$ cat src/rtl/data_mem_ctrl.sv
// data_mem_ctrl
//
// M-stage data-memory master for the 5-stage MIPS pipeline. It turns the
// load/store controls pipelined into M into a split-transaction SRAM-like
// request (address handshake, then data handshake). It replicates store data
// across byte lanes and extracts and extends load data. It also produces
// d_stall, which the hazard unit turns into stallM/stallE.
//
// Handshake: data_req stays high until the cycle with data_req & data_addr_ok.
// Once raised it is never withdrawn. data_data_ok arrives at least one cycle
// after the address handshake. A data_data_ok seen outside DATA is ignored.
//
// Optional feature macro: DATA_ALIGN_EXC_EN
//   Adds the adelM/adesM misalignment exception outputs and suppresses the
//   request for misaligned accesses. When the macro is undefined, misaligned
//   addresses pass through unchanged.
//
// Ports:
//   clk, rst              clock, synchronous active-high reset
//   mem_read_enM          load in M
//   mem_write_enM         store in M (has priority over a load)
//   mem_sizeM             0=byte, 1=half, 2/3=word
//   mem_sign_extM         1=sign-extend load result
//   mem_addrM             effective address
//   mem_wdataM            right-aligned store data
//   flushM                M-stage instruction squashed
//   stall_ext             pipeline held by another source
//   data_req/wr/size/addr/wdata   request side of the memory port
//   data_addr_ok/data_ok/rdata    response side of the memory port
//   mem_rdataM            formatted load result
//   d_stall               M-stage access not yet complete
//   state_dbg             FSM state (0=IDLE, 1=ADDR, 2=DATA, 3=DONE)
//   adelM, adesM          load/store address error (DATA_ALIGN_EXC_EN only)

module data_mem_ctrl #(
    parameter int ADDR_W = 32
) (
    input  logic              clk,
    input  logic              rst,
    input  logic              mem_read_enM,
    input  logic              mem_write_enM,
    input  logic [1:0]        mem_sizeM,
    input  logic              mem_sign_extM,
    input  logic [ADDR_W-1:0] mem_addrM,
    input  logic [31:0]       mem_wdataM,
    input  logic              flushM,
    input  logic              stall_ext,
    output logic              data_req,
    output logic              data_wr,
    output logic [1:0]        data_size,
    output logic [ADDR_W-1:0] data_addr,
    output logic [31:0]       data_wdata,
    input  logic              data_addr_ok,
    input  logic              data_data_ok,
    input  logic [31:0]       data_rdata,
    output logic [31:0]       mem_rdataM,
    output logic              d_stall,
    output logic [1:0]        state_dbg
`ifdef DATA_ALIGN_EXC_EN
    ,
    output logic              adelM,
    output logic              adesM
`endif
);

    typedef enum logic [1:0] {
        S_IDLE = 2'd0,
        S_ADDR = 2'd1,
        S_DATA = 2'd2,
        S_DONE = 2'd3
    } state_t;

    state_t      state;
    logic        flushed;     // instruction was squashed after the request went out
    logic [31:0] hold;        // last completed load result
    logic        access;
    logic        align_block;
    logic        req_new;
    logic        data_done;
    logic        discard;
    logic [7:0]  byte_sel;
    logic [15:0] half_sel;
    logic [31:0] load_fmt;

    assign access = mem_read_enM | mem_write_enM;

`ifdef DATA_ALIGN_EXC_EN
    logic misalign;
    always_comb begin
        misalign = 1'b0;
        if (mem_sizeM == 2'd1)
            misalign = mem_addrM[0];
        else if (mem_sizeM[1])
            misalign = (mem_addrM[1:0] != 2'b00);
    end
    assign align_block = access & ~flushM & misalign;
    assign adelM       = align_block & ~mem_write_enM;
    assign adesM       = align_block & mem_write_enM;
`else
    assign align_block = 1'b0;
`endif

    // A new request starts only from IDLE. DONE still holds the same
    // instruction, so it must not be reissued.
    assign req_new   = (state == S_IDLE) & access & ~flushM & ~align_block;
    assign data_req  = req_new | (state == S_ADDR);
    assign data_done = (state == S_DATA) & data_data_ok;
    assign d_stall   = req_new | (state == S_ADDR) | ((state == S_DATA) & ~data_data_ok);
    assign discard   = flushed | flushM;
    assign state_dbg = state;

    assign data_wr   = mem_write_enM;
    assign data_size = (mem_sizeM == 2'd3) ? 2'd2 : mem_sizeM;
    assign data_addr = mem_addrM;

    always_comb begin
        case (mem_sizeM)
            2'd0:    data_wdata = {4{mem_wdataM[7:0]}};
            2'd1:    data_wdata = {2{mem_wdataM[15:0]}};
            default: data_wdata = mem_wdataM;
        endcase
    end

    // Little-endian lane extraction
    always_comb begin
        case (mem_addrM[1:0])
            2'd0:    byte_sel = data_rdata[7:0];
            2'd1:    byte_sel = data_rdata[15:8];
            2'd2:    byte_sel = data_rdata[23:16];
            default: byte_sel = data_rdata[31:24];
        endcase
        half_sel = mem_addrM[1] ? data_rdata[31:16] : data_rdata[15:0];
        case (mem_sizeM)
            2'd0:    load_fmt = {{24{mem_sign_extM & byte_sel[7]}}, byte_sel};
            2'd1:    load_fmt = {{16{mem_sign_extM & half_sel[15]}}, half_sel};
            default: load_fmt = data_rdata;
        endcase
    end

    assign mem_rdataM = data_done ? load_fmt : hold;

    always_ff @(posedge clk) begin
        if (rst) begin
            state   <= S_IDLE;
            flushed <= 1'b0;
            hold    <= 32'd0;
        end else begin
            case (state)
                S_IDLE: begin
                    flushed <= 1'b0;
                    if (req_new)
                        state <= data_addr_ok ? S_DATA : S_ADDR;
                end
                S_ADDR: begin
                    if (flushM)
                        flushed <= 1'b1;
                    if (data_addr_ok)
                        state <= S_DATA;
                end
                S_DATA: begin
                    if (flushM)
                        flushed <= 1'b1;
                    if (data_data_ok) begin
                        if (!discard && !mem_write_enM)
                            hold <= load_fmt;
                        // A squashed instruction has nothing left to wait for in M.
                        state   <= (stall_ext && !discard) ? S_DONE : S_IDLE;
                        flushed <= 1'b0;
                    end
                end
                S_DONE: begin
                    if (!stall_ext)
                        state <= S_IDLE;
                end
                default: state <= S_IDLE;
            endcase
        end
    end

endmodule
$ cat config.mk
export PLATFORM = sky130hd
export DESIGN_NAME = data_mem_ctrl
export DESIGN_NICKNAME = d
export VERILOG_FILES = /design/src/rtl/data_mem_ctrl.sv
export SDC_FILE = /design/constraint.sdc
export NUM_CORES = 1
export LEC_CHECK = 0
export ABC_AREA = 1
export BUFFER_PORTS_ARGS = -buffer_cell sky130_fd_sc_hd__buf_2
export CAP_MARGIN = 20
export CORE_MARGIN = 10
export CORE_UTILIZATION = 48
export DETAILED_ROUTE_END_ITERATION = 8
export PLACE_DENSITY = 0.88
export SETUP_SLACK_MARGIN = 0.05
export SYNTH_ARGS = -nofsm -noshare
export SYNTH_HDL_FRONTEND = slang
export SYNTH_SLANG_ARGS = --single-unit
$ cat constraint.sdc
create_clock -name clk -period 4.5 [get_ports clk]
set_input_delay 0.675 -clock clk [delete_from_list [all_inputs] [get_ports clk]]
set_output_delay 0.675 -clock clk [all_outputs]
set_load 0.03 [all_outputs]
# Word level (Yosys, flattened, before mapping)
# Cells that the tools add are included.
dict set report classes {
  add_sub_neg 0
  mul 0
  div 0
  order_cmp 0
  eq_ne 11
  shifts 0
  muxes 16
  n_bitwise 12
  n_reduce_logical 10
}
# op n
set op_table {}
lappend op_table {{32-bit case mux with 2 select lines} 2}
lappend op_table {{32-bit two-way mux} 1}
lappend op_table {{8-bit case mux with 3 select lines} 1}
lappend op_table {{16-bit two-way mux} 1}
lappend op_table {{2-bit two-way mux} 7}
lappend op_table {{2-bit == test, second input constant} 4}
lappend op_table {{2-bit != test, second input constant} 4}
lappend op_table {{2-bit case mux with 4 select lines} 1}
lappend op_table {{1-bit AND} 6}
lappend op_table {{2-bit by 1-bit == test with 1-bit output, second input constant} 3}
lappend op_table {{2-bit logical NOT} 3}
lappend op_table {{1-bit OR} 4}
lappend op_table {{4-bit AND reduction} 1}
lappend op_table {{1-bit case mux with 3 select lines} 1}
lappend op_table {{3-bit AND reduction} 1}
lappend op_table {{3-bit nonzero test} 1}
lappend op_table {{1-bit logical AND} 2}
lappend op_table {{1-bit logical NOT} 2}
lappend op_table {{1-bit two-way mux} 2}
lappend op_table {{1-bit NOT} 2}
dict set report totals {
  ff_bits 35
  latchBits 0
  ram_bits 0
  mem_bits_ro 0
  elab_cells 52
  memories 0
}

# Logic depth before layout (Yosys ltp)
# Gate-level depths: netlist of the first run.
dict set report depth {
  word_depth 6
  mapped_depth 10
  depth_no_buf 10
}

# Least setup slack after synthesis of the first run
# OpenSTA, ideal clock, no wires.
dict set report synth_timing {
  path_kind {input to output}
  startpoint {in mem_sizeM[1]}
  endpoint {out data_wdata[24]}
  arrival_ns 1.828
  required_ns 3.825
  setup_slack_ns 1.997
  stages 5
  n_path_buf 2
  path_cell_list {buf_6 > nor2_2 > buf_4 > inv_1 > o211ai_1}
}
dict set report synth_via {
  elab_chain_len 2
  word_cells_on_any_way 3
}
# item line
set synth_rtl {}
lappend synth_rtl {{from (decl)} 42} ;# input logic [1:0] mem_sizeM,
lappend synth_rtl {{2-bit by 1-bit == test with 1-bit output / 2-bit logical NOT (equally long branches)} 117} ;# case (mem_sizeM)
lappend synth_rtl {{32-bit case mux with 2 select lines (*)} 117}
lappend synth_rtl {{to (decl)} 52} ;# output logic [31:0] data_wdata,
# Mark *: on every way between the ends. The rest lies on a longest branch, timed or not.

# Worst setup path in the final report of the first run
dict set report layout_timing {
  startpoint {in mem_sizeM[1]}
  endpoint {out mem_rdataM[29]}
}
dict set report layout_via {
  elab_chain_len 3
  word_cells_on_any_way 4
}
# item line
set layout_rtl {}
lappend layout_rtl {{2-bit by 1-bit == test with 1-bit output / 2-bit logical NOT (equally long branches)} 133} ;# case (mem_sizeM)
lappend layout_rtl {{32-bit case mux with 2 select lines (*)} 133}
lappend layout_rtl {{32-bit two-way mux (*)} 140} ;# assign mem_rdataM = data_done ? load_fmt : hold;
lappend layout_rtl {{to (decl)} 56} ;# output logic [31:0] mem_rdataM,
# Marked as above.

==> impl_results.md, run 1 <==
- Total gr overflow: 0
- Layout Nets: ~800
- Post-CTS sizing: 0
- Min cycle time layout: 3.36 ns
- Crit path capture type: output pin
- RR Startpoint: state_dbg[0]
- GRT Overall Usage: between 20% and 30%
- Fraction of layout cells with a size suffix above 1: a little over a quarter
- RSZ-0062 raised after global routing: no
- Fmax: about 300 MHz
- Sink Count: 35
- Synth Register Bits: 35
- Min-Delay Startpoint: flushed
- Syn Std Cell Area: about 3400 µm²
- Area growth from synthesis to layout: 15.1%
- 1st-iter DRT viols: 300
- Max-cap violations: 0
- Most common cell after layout, fill and taps aside: nand2_1
- Final slew viol count: 0
- Final ANT Viol Nets: 0
- Setup repair bufs after CTS: 0
- Yosys warns: 0
- Fin Setup TNS: 0 ns
- Net count after synthesis: 715
- Final Cycle Share: between 70 and 80%
- Worst-path clk slew: ~0.070 ns
- Largest net degree at the start of global routing: 34
- Setup crit start kind: input pin
- Longest Clk Path Bufs: 2
- Residual DRC: 0
- Worst Tran Pin Value: approximately 1.1 ns
- Post-Route WL: 12100 µm
- R2R setup slack: between 2 and 2.5 ns
- Wire per inst: roughly 15 µm
- TritonCTS clock tree: done
- Syn avg cell area: 5.69 µm²
- Clk Latency, worst-skew pair: about 0.30 ns
- H-tree depth: 2
- Final setup viols: 0
- Worst Slack Setup Final: around 1.1 ns
- Cells after Synth: roughly 600
- Root buffer cell: clkbuf_8
- Status: finished, final reports clean
- Worst Hold Path EP: flushed
- Leading cell types in the layout, fill and taps excluded: nand2_1 (250), buf_2 (149), nor2_1 (67)
- Setup CP Type: input pin to output pin
- DP Wirelength: approximately 9500 µm
- Vias in the first global route: 3885
- Die Wd: 105 µm
- Post-synthesis sequential area ratio: 20.4%
- Layout fillers: 697
- Peak fanout along the critical path: 26
- First-pass GRT wire length: between 15000 and 20000 µm
- Synth cell types: 30
- DIE AREA: around 11000 µm²
- Reg-to-reg endpoint: hold[7]
- Pwr Density: approximately 310 nW/µm²
- Area of the multi-input gates: between 2000 and 2500 µm²
- Final setup skew: ~0.0063 ns
- Diodes inserted: 0
- Worst Hold Depth: 2
- Drt pass-1 iters: 5
- FF+latch area: ~700 µm²
- Vias: 4047
- Die Ht: approximately 100 µm
- Final hold vios: 0
- Critical path required time: 3.83 ns
- # IOs: 210
- Core area: 6870 µm²
- Worst EP arrival: around 2.7 ns
- Max VDD drop: approximately 190 µV
- TritonCTS Buffers: 5
- Leak Pwr: 0.00243 µW
- Row count: 30
- Hold Buf Count CTS: 0
- Initial antenna violation count: 1
- Worst reg-to-reg path cell count: 10
- Vias/cell: slightly above 5
- GP Congestion: around 1
- Rel. slew slack: about 27%
- Placement Setup Slack: between 1 and 1.5 ns
- Hold Path Class: register to register
- Initial core utilization: between 40% and 50%
- I/O Buffers: 149
==> metal layers <==
metal / track usage, % / routed length, µm / vias up
met5: 0 / 0 / -
met4: 5.47 / 238 / 0
met3: 6.63 / 1150 / 32
met2: 35.9 / 5950 / 193
met1: 24.0 / 4760 / 1811
li1: - / - / 2011
==> flip-flops by register name, summed over array words and instances (netlist names) <==
signal	flops
flushed	1
hold	32
state_dbg	2
==> Yosys cell counts, drive strengths merged <==
| library cell | instances | area [µm²] |
|---|---|---|
| nor2 | 69 | 278 |
| nor3 | 1 | 10.0 |
| nand4 | 24 | 213 |
| buf | 65 | 469 |
| ha | 5 | 62.6 |
| clkbuf | 11 | 41.3 |
| or2 | 7 | 43.8 |
| a211oi | 1 | 7.51 |
| o21a | 1 | 7.51 |
| o21ai | 22 | 110 |
| o211ai | 15 | 113 |
| a31oi | 1 | 6.26 |
| nand3 | 39 | 205 |
| dfxtp | 35 | 701 |
| a21oi | 3 | 18.8 |
| inv | 53 | 199 |
| nand2 | 251 | 945 |
==> cell type report <==
type                            instances  area share (%)
Multi-Input combinational cell        439            51.3
Timing Repair Buffer                  156            20.2
Clock inverter                          1           0.190
Inverter                               53            5.04
Tap cell                               96            3.04
Clock buffer                            7            2.44
Sequential cell                        35            17.7
==> worst max-delay path by stage <==
stage | from | endpoint | slack [ns] | cells past startpoint
final | mem_sizeM[1] | mem_rdataM[29] | 1.14 | 7
after global routing | mem_sizeM[1] | mem_rdataM[19] | 0.90 | 7
after CTS | mem_sizeM[1] | mem_rdataM[31] | 1.12 | 7
after detailed placement | mem_sizeM[1] | mem_rdataM[31] | 1.13 | 7
after global placement | mem_sizeM[1] | mem_rdataM[26] | 1.18 | 7
after floorplan | mem_sizeM[1] | data_wdata[24] | 2.00 | 5
==> where the power goes <==
group | internal (µW) | switching [µW]
clock network | 139 | 127
registers | 336 | 17.0
logic | 180 | 434
==> logic make-up (layout without fill, tap and decap cells) <==
family | after synthesis | in the layout | share of synthesized area [%]
AOI/OAI and AO/OA | 43 | 43 | 7.66
adders and majority gates | 5 | 5 | 1.82
buffers and inverters | 129 | 217 | 20.7
DFF | 35 | 35 | 20.4
and+or+nand+nor | 391 | 391 | 49.4
==> metrics by stage <==
step / instance area, µm² / hold slack [ns] / power [µW] / util [%] / std cells
3_3_place_gp: 3840 / 0.452 / 954 / 56.0 / 779
2_1_floorplan: 3430 / 0.437 / 844 / - / 603
3_5_place_dp: 3840 / 0.466 / 975 / 56.0 / 779
4_1_cts: 3950 / 0.480 / 1240 / 57.5 / 787
5_1_grt: 3950 / 0.493 / 1300 / 57.5 / 787
6_report: 3950 / 0.479 / 1230 / 57.5 / 787
==> worst max-delay path, stage by stage <==
cell	delay (ns)
buf_2	0.26
nor2_2	0.50
nand3_2	0.60
nand3_1	0.27
nand2_1	0.07
nand2_1	0.10
buf_2	0.20
(Power assumes the default switching activity.)
==> run 2: changes to the inputs <==
--- a/config.mk
+++ b/config.mk
@@ -9,9 +9,9 @@
 export BUFFER_PORTS_ARGS = -buffer_cell sky130_fd_sc_hd__buf_2
 export CAP_MARGIN = 20
 export CORE_MARGIN = 10
-export CORE_UTILIZATION = 48
+export CORE_UTILIZATION = 44
 export DETAILED_ROUTE_END_ITERATION = 8
-export PLACE_DENSITY = 0.88
+export PLACE_DENSITY = 0.82
 export SETUP_SLACK_MARGIN = 0.05
 export SYNTH_ARGS = -nofsm -noshare
 export SYNTH_HDL_FRONTEND = slang
==> constraint.sdc (replaced) <==
create_clock -name clk -period 3.4 [get_ports clk]
set_input_delay 0.51 -clock clk [delete_from_list [all_inputs] [get_ports clk]]
set_output_delay 0.51 -clock clk [all_outputs]
set_load 0.03 [all_outputs]
==> run 2 against run 1 <==
  * Die area rose by 7.3%
  * Power rose by 32%
  * Sequential cell count did not move
  * Sequential share of layout area fell by 0.19 points
  * First-iteration DRC count rose by 2.3%
  * Final cell count rose by 0.89%
  * Critical path type unchanged
  * Largest power group unchanged
  * Highest routed layer is now met5
==> impl_results.md, run 2 (same netlist as run 1, synthesis figures left out) <==
- Status: finished, final reports clean (unchanged)
- Worst Hold Depth: 2 (unchanged)
- Max-cap violations: 0 (unchanged)
- Diodes inserted: 0 (unchanged)
- Total gr overflow: 0 (unchanged)
- Setup crit start kind: input pin (unchanged)
- Buf/Inv on CP: 3 (was 2)
- Vias: 3971 (was 4047)
- Layout Nets: 803 (was 802)
- DP Wirelength: 9530 µm (about the same)
- Worst Hold Path EP: flushed (unchanged)
- Sink Count: 35 (unchanged)
- # IOs: 210 (unchanged)
- Setup repair bufs after CTS: 0 (unchanged)
- Post-Route WL: 12100 µm (about the same)
- Max VDD drop: 182 µV (was 188 µV)
- Crit-path max cell delay: 0.34 ns (was 0.60 ns)
- RSZ-0062 raised after global routing: no (unchanged)
- GRT Overall Usage: 20.0% (was 20.8%)
- Final Cycle Share: 84.4%
- Biggest register: hold (unchanged)
- Max FFs per register: 32 (unchanged)
- Fmax: ~350 MHz
- Clk Latency, worst-skew pair: 0.29 ns (was 0.30 ns)
- Critical path required time: 2.89 ns (was 3.83 ns)
- RR Startpoint: state_dbg[0] (unchanged)
- Final hold vios: 0 (unchanged)
- GP Congestion: 0.944 (was 1.02)
- CP startpoint: mem_sizeM[1] (unchanged)
- Core area: 7650 µm² (was 6870 µm²)
- Layout fillers: 831 (was 697)
- Rel. slew slack: 54.4% (was 27.5%)
- Area growth from synthesis to layout: 16.4% (was 15.1%)
- Leading cell types in the layout, fill and taps excluded: nand2_1 (250), buf_2 (149), nor2_1 (67) (unchanged)
- CP Cell Sequence: buf_2 > nor2_8 > o21a_1 > nand3_2 > buf_12 > nand3_1 > nand2_1 > nand2_1 > buf_2 (was buf_2 > nor2_2 > nand3_2 > nand3_1 > nand2_1 > nand2_1 > buf_2)
- DIE AREA: 11700 µm² (was 10900 µm²)
- Min cycle time layout: ~2.9 ns
- Die Ht: 108 µm (was 105 µm)
- Pwr Density: 407 nW/µm² (was 313 nW/µm²)
- I/O Buffers: 149 (unchanged)
- Hold Path Class: register to register (unchanged)
- Residual DRC: 0 (unchanged)
- Row count: 32 (was 30)
- Root buffer cell: clkbuf_8 (unchanged)
- Final setup viols: 0 (unchanged)
- Die Wd: 108 µm (was 105 µm)
- Worst EP arrival: 2.36 ns (was 2.69 ns)
- Final slew viol count: 0 (unchanged)
- Initial core utilization: 44.8% (was 49.9%)
- Most common cell after layout, fill and taps aside: nand2_1 (unchanged)
- Worst reg-to-reg path cell count: 9 (was 10)
- R2R setup slack: 1.11 ns (was 2.47 ns)
- Reg-to-reg endpoint: hold[20] (was hold[7])
- Initial antenna violation count: 1 (unchanged)
- Leak Pwr: 0.00245 µW (was 0.00243 µW)
- TritonCTS clock tree: done (unchanged)
- CP delay by family, top: simple AND/OR/NAND/NOR gates (unchanged)
- Crit path capture type: output pin (unchanged)
- Fin cells: 794 (was 787)
- Final ANT Viol Nets: 0 (unchanged)
- First-pass GRT wire length: 19300 µm (about the same)
- Final setup skew: 0.00610 ns (was 0.00628 ns)
- Setup CP Type: input pin to output pin (unchanged)
- Vias/cell: 5.00 (was 5.14)
- Peak fanout along the critical path: 35 (was 26)
- Largest net degree at the start of global routing: 36 (was 34)
- 1st-iter DRT viols: 307 (was 300)
- Longest Clk Path Bufs: 2 (unchanged)
- H-tree depth: 2 (unchanged)
- Drt pass-1 iters: 5 (unchanged)
- Placed instance count: 786 (was 779)
- Fraction of layout cells with a size suffix above 1: 27.3% (was 27.4%)
- Wire per inst: 15.2 µm (was 15.4 µm)
- TritonCTS Buffers: 5 (unchanged)
- Worst-path clk slew: 0.07 ns (about the same)
- Vias in the first global route: 3842 (was 3885)
- Worst Tran Pin Value: 0.681 ns (was 1.09 ns)
- Fin Setup TNS: 0 ns (unchanged)
- Min-Delay Startpoint: flushed (unchanged)
- CP max stage cell: nand3_2 (unchanged)
run 2: cell count changes in the layout (fill, tap and decap cells not counted):
cell / change
clkbuf_1: +1
nand3_2: -1
clkinvlp_4: -1
buf_4: -1
nand3_4: +1
buf_12: +2
run 2: power by group:
part           switching [µW]  total [µW]  leakage [µW]  internal (µW)
registers                24.2         469      0.000283            445
clock network             154         339     0.0000515            185
logic                     572         816       0.00211            244
run 2: worst max path at each step:
stage                     endpoint  slack, ns  depth (start not counted)
floorplan            mem_rdataM[7]       1.08                          5
global placement    mem_rdataM[19]       0.40                          7
detailed placement  mem_rdataM[18]       0.34                          7
CTS                 mem_rdataM[18]       0.34                          7
global route        mem_rdataM[16]       0.36                          7
finish              mem_rdataM[15]       0.53                          9
run 2: what timing repair did:
item / CTS / global route
endpoints found under the hold margin: 0 / 0
hold buffers: 0 / 0
endpoints found under the setup margin: 0 / 2
resized for setup: 0 / 1
run 2: worst register-to-register path, stage by stage, from the launching register on:
cell and delay, ns:
dfxtp_1 0.36, inv_1 0.13, ha_1 0.24, nand2_2 0.07, buf_4 0.26, nor3_4 0.62, buf_4 0.29, nand4_1 0.10
nand2_1 0.09, inv_1 0.04
run 2: layout make-up:
cell class / instances / area [µm²] / area share [%]
timing repair buffer: 157 / 831 / 20.8
tap: 102 / 128 / 3.20
multi-input combinational: 439 / 2030 / 50.9
clock buffer: 8 / 100 / 2.51
inverter: 53 / 199 / 4.98
sequential: 35 / 701 / 17.6
run 2: metrics by stage:
step | setup slack [ns] | hold slack [ns] | total power, µW | cell area [µm²] | utilization [%]
2_1_floorplan | 1.08 | 0.437 | 1120 | 3430 | -
6_report | 0.529 | 0.473 | 1630 | 3990 | 52.2
5_1_grt | 0.364 | 0.499 | 1740 | 3990 | 52.2
3_5_place_dp | 0.337 | 0.465 | 1290 | 3880 | 50.8
4_1_cts | 0.343 | 0.476 | 1630 | 3980 | 52.1
3_3_place_gp | 0.401 | 0.455 | 1280 | 3880 | 50.8
run 2: metal layers:
| layer | GRT usage (%) | part of all wire (%) |
|---|---|---|
| met1 | 23.1 | 38 |
| met4 | 4.14 | 0.86 |
| met5 | 0 | 0.11 |
| met2 | 35.6 | 51 |
| met3 | 5.95 | 9.5 |
==> run 3: changes to the inputs <==
--- a/config.mk
+++ b/config.mk
@@ -5,13 +5,13 @@
 export SDC_FILE = /design/constraint.sdc
 export NUM_CORES = 1
 export LEC_CHECK = 0
-export ABC_AREA = 1
+export ABC_AREA = 0
 export BUFFER_PORTS_ARGS = -buffer_cell sky130_fd_sc_hd__buf_2
 export CAP_MARGIN = 20
 export CORE_MARGIN = 10
-export CORE_UTILIZATION = 44
+export CORE_UTILIZATION = 38
 export DETAILED_ROUTE_END_ITERATION = 8
-export PLACE_DENSITY = 0.82
+export PLACE_DENSITY = 0.79
 export SETUP_SLACK_MARGIN = 0.05
 export SYNTH_ARGS = -nofsm -noshare
 export SYNTH_HDL_FRONTEND = slang
==> constraint.sdc (replaced) <==
create_clock -name clk -period 2.6 [get_ports clk]
set_input_delay 0.39 -clock clk [delete_from_list [all_inputs] [get_ports clk]]
set_output_delay 0.39 -clock clk [all_outputs]
set_load 0.03 [all_outputs]
==> run 3 against run 2 <==
  * Count of clock-buffer cells in the layout fell by 3
  * Via count shrank 20%
  * Synthesized cell count down 36%
  * Critical path type unchanged
  * Sequential cell count unchanged
==> impl_results.md, run 3 <==
- Fin Setup TNS: 0 ns (unchanged)
- Post-synthesis sequential area ratio: 24.0% (was 20.4%)
- CP max stage cell: mux4_2 (was nand3_2)
- List of most frequent post-synthesis cells: nand2_1 (49), buf_4 (41), nor2_1 (41), dfxtp_1 (35), o21ai_0 (33) (was nand2_1 (250), nor2_1 (67), inv_1 (51), buf_4 (46), nand3_1 (37))
- TritonCTS Buffers: 5 (unchanged)
- Rel. slew slack: 52.5% (was 54.4%)
- Post-synth EDFFs: 0 (unchanged)
- Syn avg cell area: 7.56 µm² (was 5.69 µm²)
- Fin cells: 590 (was 794)
- Max-cap violations: 0 (unchanged)
- Cells after Synth: 386 (was 603)
- Root buffer cell: clkbuf_8 (unchanged)
- Post-Route M1 WL: 4320 µm (was 4640 µm)
- Min-Delay Startpoint: data_rdata[17] (was flushed)
- Clk Latency, worst-skew pair: 0.28 ns (was 0.29 ns)
- Peak fanout along the critical path: 4 (was 35)
- Status: finished, final reports clean (unchanged)
- DP Wirelength: 9170 µm (was 9530 µm)
- Final setup viols: 0 (unchanged)
- Area growth from synthesis to layout: 23.0% (was 16.4%)
- H-tree depth: 2 (unchanged)
- Design area: 3590 µm² (was 3990 µm²)
- Share of the synthesized area in the top cell type: 24.0% (was 27.4%)
- Final Cycle Share: 91.4%
- Crit-path max cell delay: 0.49 ns (was 0.34 ns)
- Largest net degree at the start of global routing: 40 (was 36)
- Synth area leaders: dfxtp_1 (24%), buf_4 (11%), mux2_2 (8.9%) (was nand2_1 (27%), dfxtp_1 (20%), buf_4 (10%))
- Worst-path clk slew: 0.08 ns (was 0.07 ns)
- I/O Buffers: 149 (unchanged)
- Vias in the first global route: 3224 (was 3842)
- TritonCTS clock tree: done (unchanged)
- Vias: 3184 (was 3971)
- Final Core Density: 48.7% (was 52.2%)
- Yosys warns: 0 (unchanged)
- Placement Setup Slack: 0.235 ns (was 0.337 ns)
- Final ANT Viol Nets: 0 (unchanged)
- Setup repair bufs after CTS: 0 (unchanged)
- Row count: 31 (was 32)
- # IOs: 210 (unchanged)
- Met3 wire length: 1200 µm (was 1150 µm)
- Worst Hold Depth: 3 (was 2)
- GP Congestion: 0.907 (was 0.944)
- RR Startpoint: state_dbg[0] (unchanged)
- Wire per inst: 19.0 µm (was 15.2 µm)
- Fmax: about 420 MHz
- FF+latch area: 702 µm² (was 701 µm²)
- Leading cell types in the layout, fill and taps excluded: buf_2 (147), nand2_1 (49), nor2_1 (41) (was nand2_1 (250), buf_2 (149), nor2_1 (67))
- Max FFs per register: 32 (unchanged)
- Worst reg-to-reg path cell count: 8 (was 9)
- Commonest register cell after synthesis: dfxtp_1 (unchanged)
- Crit path capture type: output pin (unchanged)
- First-pass GRT wire length: 17600 µm (was 19300 µm)
- Leak Pwr: 0.00160 µW (was 0.00245 µW)
- Worst Slack Setup Final: 0.225 ns (was 0.529 ns)
- Synth Register Bits: 35 (unchanged)
- Post-Route WL: 11200 µm (was 12100 µm)
- Net count after synthesis: 498 (was 715)
- Met2 routed WL: 5450 µm (was 6190 µm)
- DP Area: 3480 µm² (was 3880 µm²)
- Residual DRC: 0 (unchanged)
- RSZ-0062 raised after global routing: no (unchanged)
- Setup CP Type: input pin to output pin (unchanged)
- Initial core utilization: 39.6% (was 44.8%)
- Synth cell types: 45 (was 30)
- Worst Tran Pin Value: 0.712 ns (was 0.681 ns)
- Most common cell after layout, fill and taps aside: buf_2 (was nand2_1)
- Final setup skew: 0.00542 ns (was 0.00610 ns)
- Worst Hold Path EP: hold[17] (was flushed)
- CP Cell Sequence: buf_2 > mux4_2 > and3_4 > a221oi_1 > o21ai_0 > buf_2 (was buf_2 > nor2_8 > o21a_1 > nand3_2 > buf_12 > nand3_1 > nand2_1 > nand2_1 > buf_2)
- Pwr Density: 564 nW/µm² (was 407 nW/µm²)
- Total gr overflow: 0 (unchanged)
- Hold Path Class: input pin to register (was register to register)
- Critical path required time: 2.21 ns (was 2.89 ns)
- CP startpoint: data_rdata[31] (was mem_sizeM[1])
- Uppermost layer routed: met4 (was met5)
- Max VDD drop: 240 µV (was 182 µV)
- Fraction of layout cells with a size suffix above 1: 42.4% (was 27.3%)
- Most common cell in the synthesized netlist: nand2_1 (unchanged)
- Layout Nets: 601 (was 803)
- Vias/cell: 5.40 (was 5.00)
- Placed instance count: 581 (was 786)
- Longest Clk Path Bufs: 2 (unchanged)
- Setup crit start kind: input pin (unchanged)
- Syn Std Cell Area: 2920 µm² (was 3430 µm²)
- Worst EP arrival: 1.99 ns (was 2.36 ns)
- Core area: 7370 µm² (was 7650 µm²)
- R2R setup slack: 0.39 ns (was 1.11 ns)
- Biggest register: hold (unchanged)
- Layout fillers: 763 (was 831)
- Final slew viol count: 0 (unchanged)
- Drt pass-1 iters: 4 (was 5)
- Die Ht: 108 µm (about the same)
- DIE AREA: 11600 µm² (was 11700 µm²)
- Ys async rst share: 0% (unchanged)
- Initial antenna violation count: 1 (unchanged)
- Yosys top cell by area: dfxtp_1 (was nand2_1)
- 1st-iter DRT viols: 256 (was 307)
- Min cycle time layout: approximately 2.4 ns
- GRT Overall Usage: 18.7% (was 20.0%)
- Reg-to-reg endpoint: hold[16] (was hold[20])
- Die Wd: 108 µm (about the same)
- CP most frequent cell: buf_2
- Area of the multi-input gates: 1750 µm² (was 2030 µm²)
- Final hold vios: 0 (unchanged)
- Sink Count: 35 (unchanged)
-- run 3: cell count changes in the layout (fill, tap and decap cells not counted), sizes merged, moves of 8 or more --
cell	previous run	this run
a211oi	1	24
a21oi	3	26
a221oi	0	8
inv	53	9
mux2	0	23
mux2i	0	9
nand2	251	49
nand3	39	1
nand4	24	1
nor2	69	42
o211ai	15	0
o21ai	22	34
or3	0	9
-- run 3: where the power goes --
part	total (µW)	internal [µW]	switching, µW
Sequential	607	578	28.3
Combinational	1030	339	687
Clock	393	186	207
-- run 3: worst max path at each step --
| stage | end | depth (start not counted) |
|---|---|---|
| 2_1_floorplan | mem_rdataM[0] | 8 |
| 3_3_place_gp | mem_rdataM[15] | 6 |
| 3_5_place_dp | mem_rdataM[15] | 6 |
| 4_1_cts | mem_rdataM[30] | 8 |
| 5_1_grt | mem_rdataM[27] | 8 |
| 6_report | mem_rdataM[15] | 6 |
-- run 3: logic make-up after synthesis --
logic type / Yosys count / synth area share, %
mux: 33 / 12.7
fa+ha+maj: 5 / 2.14
buf+inv: 78 / 16.3
simple gates: 129 / 21.3
compound gates: 106 / 23.4
flops: 35 / 24.0
-- run 3: timing repair --
| action | 4_1_cts | 5_1_grt |
|---|---|---|
| hold buffers | 0 | 0 |
| hold endpoints to repair | 0 | 0 |
| setup endpoints to repair | 0 | 18 |
| gates resized for setup | 0 | 5 |
-- run 3: per-layer routing --
layer	GRT usage, %	vias up
li1	-	1534
met1	22.6	1473
met2	30.4	150
met3	6.47	27
met4	5.73	0
met5	0	-
-- run 3: worst max-delay path, delay by kind of cell --
kind	cells	cell delay (ns)
AND/OR/NAND/NOR	1	0.23
buffers and inverters	2	0.37
AO/OA/AOI/OAI	2	0.51
multiplexers	1	0.49
-- run 3: final cells by class --
class	instances	area share (%)
inverters	9	0.941
diodes	1	0.0697
flip-flops and latches	35	19.6
clock buffers	5	1.92
well taps	99	3.45
clock inverters	3	0.558
multi-input cells	273	48.8
repair buffers	165	24.7
-- run 3: metrics by stage --
| step | power (µW) | hold WS, ns |
|---|---|---|
| 3_3_place_gp | 1620 | 0.445 |
| 2_1_floorplan | 1390 | 0.437 |
| 6_report | 2030 | 0.401 |
| 3_5_place_dp | 1640 | 0.450 |
| 4_1_cts | 2030 | 0.398 |
| 5_1_grt | 2160 | 0.412 |
